## config.mk

```make
export PLATFORM = sky130hd
export DESIGN_NAME = soc_system_gpio_pio
export DESIGN_NICKNAME = d
export VERILOG_FILES = /design/src/rtl/soc_system_gpio_pio.sv
export SDC_FILE = /design/constraint.sdc
export NUM_CORES = 1
export LEC_CHECK = 0
export BUFFER_PORTS_ARGS = -buffer_cell sky130_fd_sc_hd__buf_2
export CAP_MARGIN = 5
export CELL_PAD_IN_SITES_DETAIL_PLACEMENT = 0
export CELL_PAD_IN_SITES_GLOBAL_PLACEMENT = 2
export CORE_MARGIN = 3
export CORE_UTILIZATION = 32
export DETAILED_ROUTE_END_ITERATION = 12
export GPL_TIMING_DRIVEN = 0
export PLACE_DENSITY = 0.83
export SYNTH_ARGS = -nofsm -noshare
export SYNTH_HDL_FRONTEND = slang
export SYNTH_SLANG_ARGS = --single-unit
export TNS_END_PERCENT = 50
```

## constraint.sdc

```tcl
create_clock -name clk -period 2.4 [get_ports clk]
set_clock_uncertainty 0.2 [all_clocks]
set_input_delay 0.12 -clock clk [delete_from_list [all_inputs] [get_ports clk]]
set_output_delay 0.12 -clock clk [all_outputs]
set_load 0.05 [all_outputs]
```

## src/rtl/soc_system_gpio_pio.sv

```systemverilog
// soc_system_gpio_pio: parametrised Avalon-MM GPIO slave.
// WIDTH-bit output register with atomic set/clear, a two-flop synchronised
// input with per-bit edge capture, an interrupt mask and a level irq.
// Optional per-bit debounce on the conditioned input: define GPIO_DEBOUNCE_EN.
`timescale 1ns/1ps
module soc_system_gpio_pio #(
  parameter int          WIDTH           = 8,
  parameter logic [31:0] OUT_RESET       = 32'h0000_0000,
  parameter int          EDGE_TYPE       = 0,
  parameter int          DEBOUNCE_CYCLES = 16
) (
  input  logic             clk,
  input  logic             reset_n,
  input  logic [2:0]       address,
  input  logic             chipselect,
  input  logic             write_n,
  input  logic [31:0]      writedata,
  output logic [31:0]      readdata,
  input  logic [WIDTH-1:0] in_port,
  output logic [WIDTH-1:0] out_port,
  output logic             irq
);

  localparam logic [2:0] ADDR_DATA    = 3'd0;
  localparam logic [2:0] ADDR_OUT     = 3'd1;
  localparam logic [2:0] ADDR_IRQMASK = 3'd2;
  localparam logic [2:0] ADDR_EDGECAP = 3'd3;
  localparam logic [2:0] ADDR_OUTSET  = 3'd4;
  localparam logic [2:0] ADDR_OUTCLR  = 3'd5;

  logic [WIDTH-1:0] data_out_r;
  logic [WIDTH-1:0] irq_mask_r;
  logic [WIDTH-1:0] edge_cap_r;
  logic [WIDTH-1:0] s1_r;
  logic [WIDTH-1:0] s2_r;
  logic [WIDTH-1:0] s3_r;
  logic [1:0]       arm_r;
  logic [WIDTH-1:0] cond_s;
  logic [WIDTH-1:0] det_s;
  logic [WIDTH-1:0] w1c_s;
  logic [WIDTH-1:0] wd_s;
  logic             wr_s;
  logic             armed_s;
  logic             unused_wd_s;

  assign wr_s        = chipselect & ~write_n;
  assign wd_s        = writedata[WIDTH-1:0];
  assign unused_wd_s = ^writedata;
  assign armed_s     = (arm_r == 2'd3);

  // Two-flop synchroniser plus the previous-conditioned-value register.
  always_ff @(posedge clk or negedge reset_n) begin
    if (!reset_n) begin
      s1_r <= '0;
      s2_r <= '0;
      s3_r <= '0;
    end else begin
      s1_r <= in_port;
      s2_r <= s1_r;
      s3_r <= cond_s;
    end
  end

`ifdef GPIO_DEBOUNCE_EN
  localparam int CW = (DEBOUNCE_CYCLES > 2) ? $clog2(DEBOUNCE_CYCLES) : 1;
  localparam logic [CW-1:0] CNT_LAST = CW'(DEBOUNCE_CYCLES - 1);

  logic [CW-1:0]    db_cnt_r [WIDTH];
  logic [WIDTH-1:0] db_r;

  // Per-bit debounce: the counter runs only while s2 disagrees with db, so
  // any return to the debounced level restarts the count; db follows s2
  // after DEBOUNCE_CYCLES consecutive disagreeing clocks.
  always_ff @(posedge clk or negedge reset_n) begin
    if (!reset_n) begin
      db_r <= '0;
      for (int i = 0; i < WIDTH; i++) begin
        db_cnt_r[i] <= '0;
      end
    end else begin
      for (int i = 0; i < WIDTH; i++) begin
        if (s2_r[i] == db_r[i]) begin
          db_cnt_r[i] <= '0;
        end else if (db_cnt_r[i] == CNT_LAST) begin
          db_r[i]     <= s2_r[i];
          db_cnt_r[i] <= '0;
        end else begin
          db_cnt_r[i] <= db_cnt_r[i] + CW'(1);
        end
      end
    end
  end

  assign cond_s = db_r;
`else
  assign cond_s = s2_r;
`endif

  // Arm counter: holds off edge detection until the pipeline holds real data.
  always_ff @(posedge clk or negedge reset_n) begin
    if (!reset_n) begin
      arm_r <= 2'd0;
    end else if (!armed_s) begin
      arm_r <= arm_r + 2'd1;
    end else begin
      arm_r <= arm_r;
    end
  end

  // Edge detector selected by EDGE_TYPE, gated by the arm state.
  always_comb begin
    det_s = '0;
    if (armed_s) begin
      case (EDGE_TYPE)
        0:       det_s = cond_s & ~s3_r;
        1:       det_s = ~cond_s & s3_r;
        2:       det_s = cond_s ^ s3_r;
        default: det_s = cond_s & ~s3_r;
      endcase
    end else begin
      det_s = '0;
    end
  end

  // Write-1-to-clear mask for the edge capture register.
  always_comb begin
    w1c_s = '0;
    if (wr_s && (address == ADDR_EDGECAP)) begin
      w1c_s = wd_s;
    end else begin
      w1c_s = '0;
    end
  end

  // Edge capture: a newly detected edge wins over a simultaneous clear.
  always_ff @(posedge clk or negedge reset_n) begin
    if (!reset_n) begin
      edge_cap_r <= '0;
    end else begin
      edge_cap_r <= (edge_cap_r & ~w1c_s) | det_s;
    end
  end

  // Output data register with plain load, atomic set and atomic clear.
  always_ff @(posedge clk or negedge reset_n) begin
    if (!reset_n) begin
      data_out_r <= OUT_RESET[WIDTH-1:0];
    end else if (wr_s) begin
      case (address)
        ADDR_DATA, ADDR_OUT: data_out_r <= wd_s;
        ADDR_OUTSET:         data_out_r <= data_out_r | wd_s;
        ADDR_OUTCLR:         data_out_r <= data_out_r & ~wd_s;
        default:             data_out_r <= data_out_r;
      endcase
    end else begin
      data_out_r <= data_out_r;
    end
  end

  // Interrupt mask register.
  always_ff @(posedge clk or negedge reset_n) begin
    if (!reset_n) begin
      irq_mask_r <= '0;
    end else if (wr_s && (address == ADDR_IRQMASK)) begin
      irq_mask_r <= wd_s;
    end else begin
      irq_mask_r <= irq_mask_r;
    end
  end

  // Zero-wait-state read mux; unused upper bits stay zero.
  always_comb begin
    readdata = 32'h0000_0000;
    case (address)
      ADDR_DATA:    readdata[WIDTH-1:0] = cond_s;
      ADDR_OUT:     readdata[WIDTH-1:0] = data_out_r;
      ADDR_IRQMASK: readdata[WIDTH-1:0] = irq_mask_r;
      ADDR_EDGECAP: readdata[WIDTH-1:0] = edge_cap_r;
      default:      readdata = 32'h0000_0000;
    endcase
  end

  assign out_port = data_out_r;
  assign irq      = |(edge_cap_r & irq_mask_r);

endmodule
```

# Yosys cells after proc, flatten, opt, wreduce, memory -nomap -nowiden
# Cells that the tools add are included.
[word_totals] register_bits=50 inputBits=47 out_inout_bits=41 wordCells=36
[op_classes] n_addsub=1 n_eq_ne=6 n_mux=4 bitwise_logic=11 n_reduce_logical=7
[op_table] cell="$and A8 B8 Y8" n=4
[op_table] cell="$pmux W8 S4" n=1
[op_table] cell="$not A8 Y8" n=3
[op_table] cell="$pmux W8 S3" n=1
[op_table] cell="$mux W8" n=2
[op_table] cell="$or A8 B8 Y8" n=2
[op_table] cell="$reduce_or A8 Y1" n=1
[op_table] cell="$eq A3 B2 Y1 const B" n=2
[op_table] cell="$eq A3 B3 Y1 const B" n=2
[op_table] cell="$eq A3 B1 Y1 const B" n=1
[op_table] cell="$logic_not A3 Y1" n=1
[op_table] cell="$reduce_bool A3 Y1" n=1
[op_table] cell="$add A2 B1 Y2 const B" n=1
[op_table] cell="$eq A2 B2 Y1 const B" n=1
[op_table] cell="$logic_and A1 B1 Y1" n=2
[op_table] cell="$reduce_and A2 Y1" n=1
[op_table] cell="$reduce_or A2 Y1" n=1
[op_table] cell="$and A1 B1 Y1" n=1
[op_table] cell="$not A1 Y1" n=1

# Logic depth before layout (Yosys ltp)
# Gate-level depths: netlist (run 1).
[depth] word_depth=7 ltp_mapped=5 depth_no_buf=3

# Worst setup path before layout (run 1)
# OpenSTA, ideal clock, no wires.
[synth_path] path_kind="register to output" start="reg data_out_r[3], in the netlist out_port[3]" end="out readdata[3]" arrival_time_ps=1675 setup_slack_ps=405 stages_incl_launch_ff=3 n_path_buf=0 path_cell_list="dfrtp_1 mux4_2 nor2b_1"
[synth_via] elab_chain_cells=1
[synth_rtl] element="start: declaration" line="31" text="logic [WIDTH-1:0] data_out_r;"
[synth_rtl] element="start signal: assignment" line="147" text="data_out_r <= OUT_RESET[WIDTH-1:0];"
[synth_rtl] element="start signal: assignment" line="150" text="ADDR_DATA, ADDR_OUT: data_out_r <= wd_s;"
[synth_rtl] element="start signal: assignment" line="151" text="ADDR_OUTSET: data_out_r <= data_out_r | wd_s;"
[synth_rtl] element="$pmux W8 S4" line="174" text="case (address)"
[synth_rtl] element="end: declaration" line="18" text="output logic [31:0] readdata,"
# Every way passes these cells.

# Final worst setup path (run 1)
[layout_path] start="in write_n" end="reg data_out_r[0], in the netlist out_port[0]"
[layout_via] elab_chain_cells=3
[layout_rtl] element="start: declaration" line="16" text="input logic write_n,"
[layout_rtl] element="$not A1 Y1" line="46" text="assign wr_s = chipselect & ~write_n;"
[layout_rtl] element="$and A1 B1 Y1" line="46"
[layout_rtl] element="$reduce_and A2 Y1 (no source line)"
# Every way passes these cells.
# A chain may end at the register's enable or synchronous reset.

==> results of run 1 <==
## timing repair
| action | CTS | global route |
|---|---|---|
| hold buffers | 23 | 0 |
| gates resized for setup | 0 | 0 |
| endpoints found under the hold margin | 82 | 0 |
## area by class of cell
| cell class | instances | area (um2) | share of cell area |
|---|---|---|---|
| Buffer | 32 | 230.2 | 0.07734 |
| Clock inverter | 2 | 37.54 | 0.01261 |
| Timing Repair Buffer | 61 | 420.4 | 0.1412 |
| Sequential cell | 50 | 1251 | 0.4203 |
| Tap cell | 93 | 116.4 | 0.03909 |
| Clock buffer | 6 | 72.57 | 0.02438 |
| Multi-Input combinational cell | 118 | 848.3 | 0.2850 |
## through the flow
stage	utilization	cells	hold WS (ns)	instance area [um2]	setup slack, ns
after floorplan	-	200	-0.3756	2330	0.4046
after global placement	0.4014	331	0.02784	2636	0.6695
after detailed placement	0.4014	331	0.02932	2636	0.6678
after CTS	0.4532	362	0.1081	2977	0.1165
after global routing	0.4532	362	0.1375	2977	0.01217
final	0.4532	362	0.1059	2977	0.09076
## worst paths after layout
| kind | start | endpoint | slack, ns | cells past startpoint |
|---|---|---|---|---|
| worst max register to register | arm_r[0] | arm_r[1] | 0.65 | 3 |
| worst min register to register | s1_r[5] | cond_s[5] | 0.14 | 0 |
| min in group asynchronous | reset_n | cond_s[4] | 0.35 | 2 |
| worst min-delay path | chipselect | out_port[7] | 0.11 | 3 |
| max in group asynchronous | reset_n | arm_r[1] | 0.97 | 2 |
| worst max-delay path | write_n | out_port[0] | 0.09 | 7 |
## worst reg2reg max path: stages, from the launching register on
cell and delay (ns):
dfrtp_1 0.38, ha_1 0.15, clkbuf_1 0.51, mux2_2 0.40
## cells by family (layout without fill, tap and decap cells)
group / after synthesis / in the layout / synth area share
other: 1 / 24 / 0.001672
AO/OA/AOI/OAI: 32 / 32 / 0.08812
XOR/XNOR: 1 / 1 / 0.003905
flip-flops: 50 / 50 / 0.5577
multiplexers: 17 / 17 / 0.1305
AND/OR/NAND/NOR: 43 / 43 / 0.1099
adder cells (fa/ha/maj): 1 / 1 / 0.005576
buffers and inverters: 32 / 101 / 0.1026
## flip-flops by register name (all words and copies together) (netlist names)
register,count
cond_s,8
edge_cap_r,8
irq_mask_r,8
s1_r,8
out_port,8
arm_r,2
s3_r,8
## where the power goes
group / leakage (nW) / switching (mW) / internal, mW
sequential: 0.573 / 0.0484 / 0.911
combinational: 0.759 / 0.289 / 0.177
clock: 0.0514 / 0.280 / 0.311
## per-layer routing
metal  up-vias  routed length [um]
met5         -                   0
met4         0                  86
met3        10                 313
met2        46                2330
met1       744                2295
li1        759                   -
## cells in the final DEF (no fill, tap or decap), types with 7 or more instances in the layout
cell            n
nand2_1        16
o21ai_0        12
nor2b_1         8
a21oi_1         9
buf_4          24
dfrtp_1        50
mux2_2          9
buf_2          41
conb_1         24
dlygate4sd3_1  23
nor2_1          7
==> impl_metrics.toml, run 1 <==
[run_status]
status = "finished clean"

[floorplanning]
coreArea_um2 = 6568
rows = 29
die_height_um = 89.73
ios = 88
die-area_um2 = 8051
die_w_um = 89.73
start_util = 0.3416

[routing]
drt-vias-per-instance = 4.307
drtIter0Drc = 39
ant_nets = 0
via_count = 1559
wl_mm = 5.025
dr.pass1.iters = 4
wl_per_cell_um = 13.88
drc_errors = 0

[power_and_ir_drop]
vdd_drop_max_v = 0.0003297
finalPower_mw = 2.017
p_leak_nw = 1.383
p_per_area_nw_per_um2 = 677.6

[min_path]
min_path_type = "input pin to register"

[global_routing]
grt_pass1_wl_mm = 8.521
grt_pass1_vias = 1636
globalRouteMet3Util = 0.04090
grt_use_met1 = 0.1737
grt_max_degree = 51
met2_usage = 0.2118
antenna_found_initial = 0
grt.overflow.total = 0
grt_busiest_layer = "met2"
track_usage = 0.1344

[timing]
max_freq_mhz = 433.0
worst_slew_pin_slew_ns = 1.103
slew-limit-headroom = 0.2647
finalHoldViolations = 0
maxSlewViolCount = 0
rsz0062_at_grt = "false"
fin_crit_ns = 2.309
min_period_over_period = 0.9622
setup_viol = 0
setup_tns_ns = 0

[clock_tree]
root_buffer = "clkbuf_8"
cts_made_buffers = 5
cts_tree = "built"
h-tree-depth = 2
cts_sinks = 50
postCtsSetupRepairBufs = 0
clock_latency_ns = 0.31
clk_path_buf_depth = 2
clk_pin_slew_ns = 0.09

[worst_setup_path]
cp-end-kind = "register"
crit_family = "buffers and inverters"
start_kind = "input pin"
crit_required_ns = 2.39
cp.arrival_ns = 2.29
crit_top_cell = "dlygate4sd3_1"
slowest_delay_ns = 0.56
crit_fanout = 7
path_class = "input pin to register"
cp_num_buf_inv = 4
crit_slowest_cell = "dlygate4sd3_1"
cp_cell_sequence = "dlygate4sd3_1, buf_2, or4b_1, clkbuf_2, a21oi_1, a211oi_1, dlygate4sd3_1"

[synth]
async_flop_share = 1.000
yosysWarnings = 0
synth-seq-cells = 50
synthCells = 177
synth_cell_types = 28
synth_common_cells = "dfrtp_1, buf_4, nand2_1"
synth_most_common_cell = "dfrtp_1"
synthTopCellsByArea = "dfrtp_1, buf_4, mux4_2"
yosys_most_used_dff = "dfrtp_1"
syn-mean-instance-area_um2 = 12.67
yosysSeqAreaShare = 0.5577
synth.top_cell.area_share = 0.5577
synth_top_area_cell = "dfrtp_1"
synth_edf_count = 0
synth.cell_area_um2 = 2243

[final_layout]
synthToLayoutAreaGrowth_pct = 32.68
num-fill-cells = 614
n_antenna_cell = 0
final_layout_size_suffix_gt1_frac = 0.3457
nets = 316

[job]
cap_viol_max_count = 0

[placed_design]
portBuffers = 38
gp_congestion = 0.7989
dp_hpwl_mm = 3.300
No activity file was read; power rests on OpenSTA's default activity.
==> inputs of run 2 (changes only) <==
--- a/config.mk
+++ b/config.mk
@@ -5,12 +5,13 @@
 export SDC_FILE = /design/constraint.sdc
 export NUM_CORES = 1
 export LEC_CHECK = 0
+export ABC_AREA = 1
 export BUFFER_PORTS_ARGS = -buffer_cell sky130_fd_sc_hd__buf_2
 export CAP_MARGIN = 5
 export CELL_PAD_IN_SITES_DETAIL_PLACEMENT = 0
 export CELL_PAD_IN_SITES_GLOBAL_PLACEMENT = 2
 export CORE_MARGIN = 3
-export CORE_UTILIZATION = 32
+export CORE_UTILIZATION = 29
 export DETAILED_ROUTE_END_ITERATION = 12
 export GPL_TIMING_DRIVEN = 0
 export PLACE_DENSITY = 0.83
==> impl_metrics.toml, run 2 <==
[clock_tree]
clk_path_buf_depth = 2
root_buffer = "clkbuf_8"
ctsResizeCount = 0
postCtsSetupRepairBufs = 0
cts_sinks = 50
clk_pin_slew_ns = 0.09
cts_tree = "built"
cts_made_buffers = 5
cts_hold_buf = 21
clock_latency_ns = 0.30
h-tree-depth = 2

[timing]
min_period_over_period = 0.7550
slew-limit-headroom = 0.2511
max_freq_mhz = 551.9
worst_slew_pin_slew_ns = 1.123
rsz0062_at_grt = "false"
maxSlewViolCount = 0
finalHoldViolations = 0
setup_viol = 0
whs_ns = 0.04740
setup_tns_ns = 0
fin_crit_ns = 1.812

[floorplanning]
rows = 31
die_w_um = 95.44
start_util = 0.3099
ios = 88
die_height_um = 95.44
die-area_um2 = 9108
coreArea_um2 = 7486

[synth]
syn-mean-instance-area_um2 = 8.721
synth_top_family_by_area = "simple AND/OR/NAND/NOR gates"
yosys_most_used_dff = "dfrtp_1"
synth_fa_ha_area_frac = 0.005394
synth_top_area_cell = "dfrtp_1"
synthSimpleGateAreaFrac = 0.2745
synth.cell_area_um2 = 2320
synthCells = 266
synth-seq-cells = 50
yosysSeqAreaShare = 0.5394
synth_compound_area_frac = 0.04153
yosysWarnings = 0
async_flop_share = 1.000
synthTopCellsByArea = "dfrtp_1, nand2_1, buf_4"
synth_most_common_cell = "nand2_1"
synth_edf_count = 0
synth_xor_area_frac = 0.003776
synth_cell_types = 24
synth_common_cells = "nand2_1, dfrtp_1, buf_4"
synth.top_cell.area_share = 0.5394
synth_mux_area_frac = 0.004854

[global_routing]
grt_max_degree = 51
antenna_found_initial = 0
grt_pass1_vias = 1698
grt_pass1_wl_mm = 8.832
track_usage = 0.1282
grt.overflow.total = 0

[final_layout]
fin_area_um2 = 3073
final_core_util = 0.4105
final_common_cell = "nand2_1"
n_antenna_cell = 0
final_cell_mix = "nand2_1, dfrtp_1, buf_2, buf_4, conb_1"
final_cells = 455
synthToLayoutAreaGrowth_pct = 32.47
nets = 403
final_layout_size_suffix_gt1_frac = 0.2444

[worst_setup_path]
crit_fanout = 10
crit_slowest_cell = "dlygate4sd3_1"
reg2reg_from = "arm_r[0]"
cp_num_buf_inv = 3
cp-startpoint = "write_n"
slowest_delay_ns = 0.58
cp_cell_sequence = "dlygate4sd3_1, buf_2, nor2_4, nand3_1, dlygate4sd3_1, nand2_1"
crit_family = "buffers and inverters"
cp.arrival_ns = 1.86
path_class = "input pin to register"
crit_top_cell = "dlygate4sd3_1"
start_kind = "input pin"
cp-end-kind = "register"
crit_required_ns = 2.44

[power_and_ir_drop]
power_frac_seq = 0.438
p_leak_nw = 1.661
vdd_drop_max_v = 0.0002473
p_comb_frac = 0.240
p_per_area_nw_per_um2 = 726.4
clkPwrFrac = 0.322
p_sw_mw = 0.7180
p_sw_frac = 0.3216
intPower_mw = 1.514

[routing]
wl_per_cell_um = 12.39
ant_nets = 0
drc_errors = 0
drtIter0Drc = 71
wl_mm = 5.636
dr.pass1.iters = 4
via_count = 1891
drt-vias-per-instance = 4.156

[placed_design]
placed_area_um2 = 2720
portBuffers = 38
placed_cells_incl_taps = 426
dp_hpwl_mm = 4.027
gp_congestion = 0.7544

[run_status]
status = "finished clean"

[min_path]
min_path_type = "input pin to register"
min_from = "address[2]"

[job]
cap_viol_max_count = 0
[run 2: worst min-delay path: cells and delay by family]
family	cells	cell delay (ns)
AND/OR/NAND/NOR	4	0.24
buffers and inverters	1	0.15
[run 2: kinds of logic (layout without fill, tap and decap cells)]
kind of cell | count (synthesis) | count (layout)
XOR/XNOR | 1 | 1
flip-flops | 50 | 50
buffers and inverters | 52 | 119
other | 1 | 24
AND/OR/NAND/NOR | 143 | 143
multiplexers | 1 | 1
AO/OA/AOI/OAI | 17 | 17
adder cells (fa/ha/maj) | 1 | 1
[run 2: worst paths after layout]
kind / to / slack (ns) / cells after the start
min reg2reg: cond_s[1] / 0.15 / 0
min in group asynchronous: edge_cap_r[5] / 0.37 / 2
min: out_port[3] / 0.05 / 5
max reg2reg: arm_r[1] / 0.95 / 3
max: irq_mask_r[6] / 0.59 / 6
max in group asynchronous: irq_mask_r[3] / 0.94 / 2
[run 2: stage by stage]
| stage | total power [mW] | setup slack, ns |
|---|---|---|
| after floorplan | 1.375 | 0.9286 |
| after global placement | 1.503 | 0.6400 |
| after detailed placement | 1.511 | 0.6528 |
| after CTS | 2.259 | 0.6502 |
| after global routing | 2.341 | 0.5227 |
| final | 2.232 | 0.5880 |
[run 2: final cells by class]
class	instances	area (um2)
fill	768	4413
sequential	50	1251
multi-input combinational	187	855.8
timing repair buffer	59	400.4
buffer	28	209.0
tap	99	123.9
inverter	24	90.09
clock buffer	6	82.58
clock inverter	2	60.06
[run 2: metal layers]
metal	GRT usage	vias up	part of all wire
li1	-	955	-
met1	0.1986	865	0.48
met2	0.1802	64	0.44
met3	0.02368	7	0.062
met4	0.03791	0	0.011
met5	0	-	0
[run 2: power by group through the flow]
stage	sequential, mW	combinational [mW]	clock (mW)
after global routing	0.990	0.581	0.770
after global placement	0.992	0.511	0
after CTS	0.978	0.540	0.741
after detailed placement	0.995	0.516	0
final	0.978	0.536	0.718
after floorplan	1.07	0.303	0
==> inputs of run 3 (changes only) <==
--- a/config.mk
+++ b/config.mk
@@ -5,16 +5,16 @@
 export SDC_FILE = /design/constraint.sdc
 export NUM_CORES = 1
 export LEC_CHECK = 0
-export ABC_AREA = 1
+export ABC_AREA = 0
 export BUFFER_PORTS_ARGS = -buffer_cell sky130_fd_sc_hd__buf_2
 export CAP_MARGIN = 5
 export CELL_PAD_IN_SITES_DETAIL_PLACEMENT = 0
 export CELL_PAD_IN_SITES_GLOBAL_PLACEMENT = 2
 export CORE_MARGIN = 3
-export CORE_UTILIZATION = 29
+export CORE_UTILIZATION = 30
 export DETAILED_ROUTE_END_ITERATION = 12
 export GPL_TIMING_DRIVEN = 0
-export PLACE_DENSITY = 0.83
+export PLACE_DENSITY = 0.79
 export SYNTH_ARGS = -nofsm -noshare
 export SYNTH_HDL_FRONTEND = slang
 export SYNTH_SLANG_ARGS = --single-unit
==> constraint.sdc (replaced) <==
create_clock -name clk -period 1.75 [get_ports clk]
set_clock_uncertainty 0.2 [all_clocks]
set_input_delay 0.0875 -clock clk [delete_from_list [all_inputs] [get_ports clk]]
set_output_delay 0.0875 -clock clk [all_outputs]
set_load 0.05 [all_outputs]
==> impl_metrics.toml, run 3 (synthesized netlist as in run 1, its figures left out) <==
[timing]
min_period_over_period = 1.038
finalHoldViolations = 0
fin_crit_ns = 1.817
slew-limit-headroom = 0.2317
setup_viol = 8
maxSlewViolCount = 0
worst_slew_pin_slew_ns = 1.152
whs_ns = 0.1044
setup_tns_ns = -0.3855
rsz0062_at_grt = "true"
worst_slack_ns = -0.06704
max_freq_mhz = 550.3

[worst_setup_path]
crit_required_ns = 1.46
crit_fanout = 4
start_kind = "register"
path_class = "register to output port"
cp-end-kind = "output port"
cp.arrival_ns = 1.53

[clock_tree]
cts_sinks = 50
h-tree-depth = 2
cts_tree = "built"
root_buffer = "clkbuf_8"
clk_pin_slew_ns = 0.09
cts_made_buffers = 5
clock_latency_ns = 0.30
clk_path_buf_depth = 2

[final_layout]
seqCellArea_um2 = 1251
final_cells = 382
n_antenna_cell = 0
final_layout_size_suffix_gt1_frac = 0.4406
nets = 334
num-fill-cells = 676
final_cell_mix = "dfrtp_1, buf_4, buf_2, conb_1, dlygate4sd3_1"
final_core_util = 0.4538
final_common_cell = "dfrtp_1"
multi_input_area_um2 = 892.1
synthToLayoutAreaGrowth_pct = 42.00

[placed_design]
portBuffers = 38
gp_congestion = 0.7405
placed_cells_incl_taps = 334

[floorplanning]
coreArea_um2 = 7019
die-area_um2 = 8552
start_util = 0.3196
die_w_um = 92.48
rows = 30
die_height_um = 92.48
ios = 88

[min_path]
min_path_type = "input pin to register"

[global_routing]
antenna_found_initial = 0
grt_pass1_vias = 1621
track_usage = 0.1303
grt.overflow.total = 0
grt_pass1_wl_mm = 8.542
grt_max_degree = 51

[routing]
via_count = 1651
drc_errors = 0
drtIter0Drc = 71
wl_mm = 5.322
ant_nets = 0
dr.pass1.iters = 4
wl_per_cell_um = 13.93
drt-vias-per-instance = 4.322

[job]
cap_viol_max_count = 0

[power_and_ir_drop]
p_leak_nw = 1.506
vdd_drop_max_v = 0.0003711
p_per_area_nw_per_um2 = 853.4
finalPower_mw = 2.719

[run_status]
violations = "negative setup slack"
status = "complete, but fails checks"
run 3: area by class of cell:
cell class	instances	share of cell area
well taps	96	0.03771
plain buffers	32	0.07266
clock buffers	5	0.02160
clock inverters	2	0.003142
repair buffers	79	0.1921
flip-flops and latches	50	0.3928
multi-input cells	118	0.2800
run 3: where the power goes:
part           total, mW  switching, mW  leakage, nW  internal [mW]
Clock              0.646          0.377       0.0438          0.269
Sequential          1.30         0.0539        0.573           1.25
Combinational      0.770          0.434        0.889          0.336
run 3: critical path, cell delays in order (launching register included):
cell and delay (ns):
dfrtp_1 0.42, mux4_2 0.48, nor2b_4 0.14, buf_6 0.19
run 3: layer usage:
| layer | routed length, um | vias to the layer above | part of all wire | global-route usage |
|---|---|---|---|---|
| met5 | 0 | - | 0 | 0 |
| met4 | 21 | 0 | 0.0039 | 0.02599 |
| met3 | 299 | 3 | 0.056 | 0.03493 |
| met2 | 2428 | 45 | 0.46 | 0.1958 |
| met1 | 2572 | 812 | 0.48 | 0.1893 |
| li1 | - | 791 | - | - |
run 3: final timing paths:
path                       depth (start not counted)          end         from  slack, ns
setup / recovery                                   3  readdata[0]  out_port[0]      -0.07
hold / removal                                     4  out_port[5]   address[2]       0.10
setup reg to reg                                   3  out_port[0]  out_port[0]       0.27
hold reg to reg                                    0    cond_s[5]      s1_r[5]       0.15
max in group asynchronous                          2  out_port[7]      reset_n       0.33
min in group asynchronous                          2      s1_r[1]      reset_n       0.33
run 3: per-stage QoR:
| stage | setup slack, ns | instance area, um2 |
|---|---|---|
| after floorplan | -0.2023 | 2340 |
| after global placement | 0.02779 | 2650 |
| after detailed placement | -0.001681 | 2650 |
| after CTS | -0.07567 | 3156 |
| after global routing | -0.1214 | 3186 |
| final | -0.06704 | 3186 |
run 3: what timing repair did:
item                                    in CTS  in global routing
endpoints found under the setup margin       8                 16
endpoints found under the hold margin       82                  0
hold buffers                                20                  0
resized for setup                           30                  6
buffers inserted                            19                  2
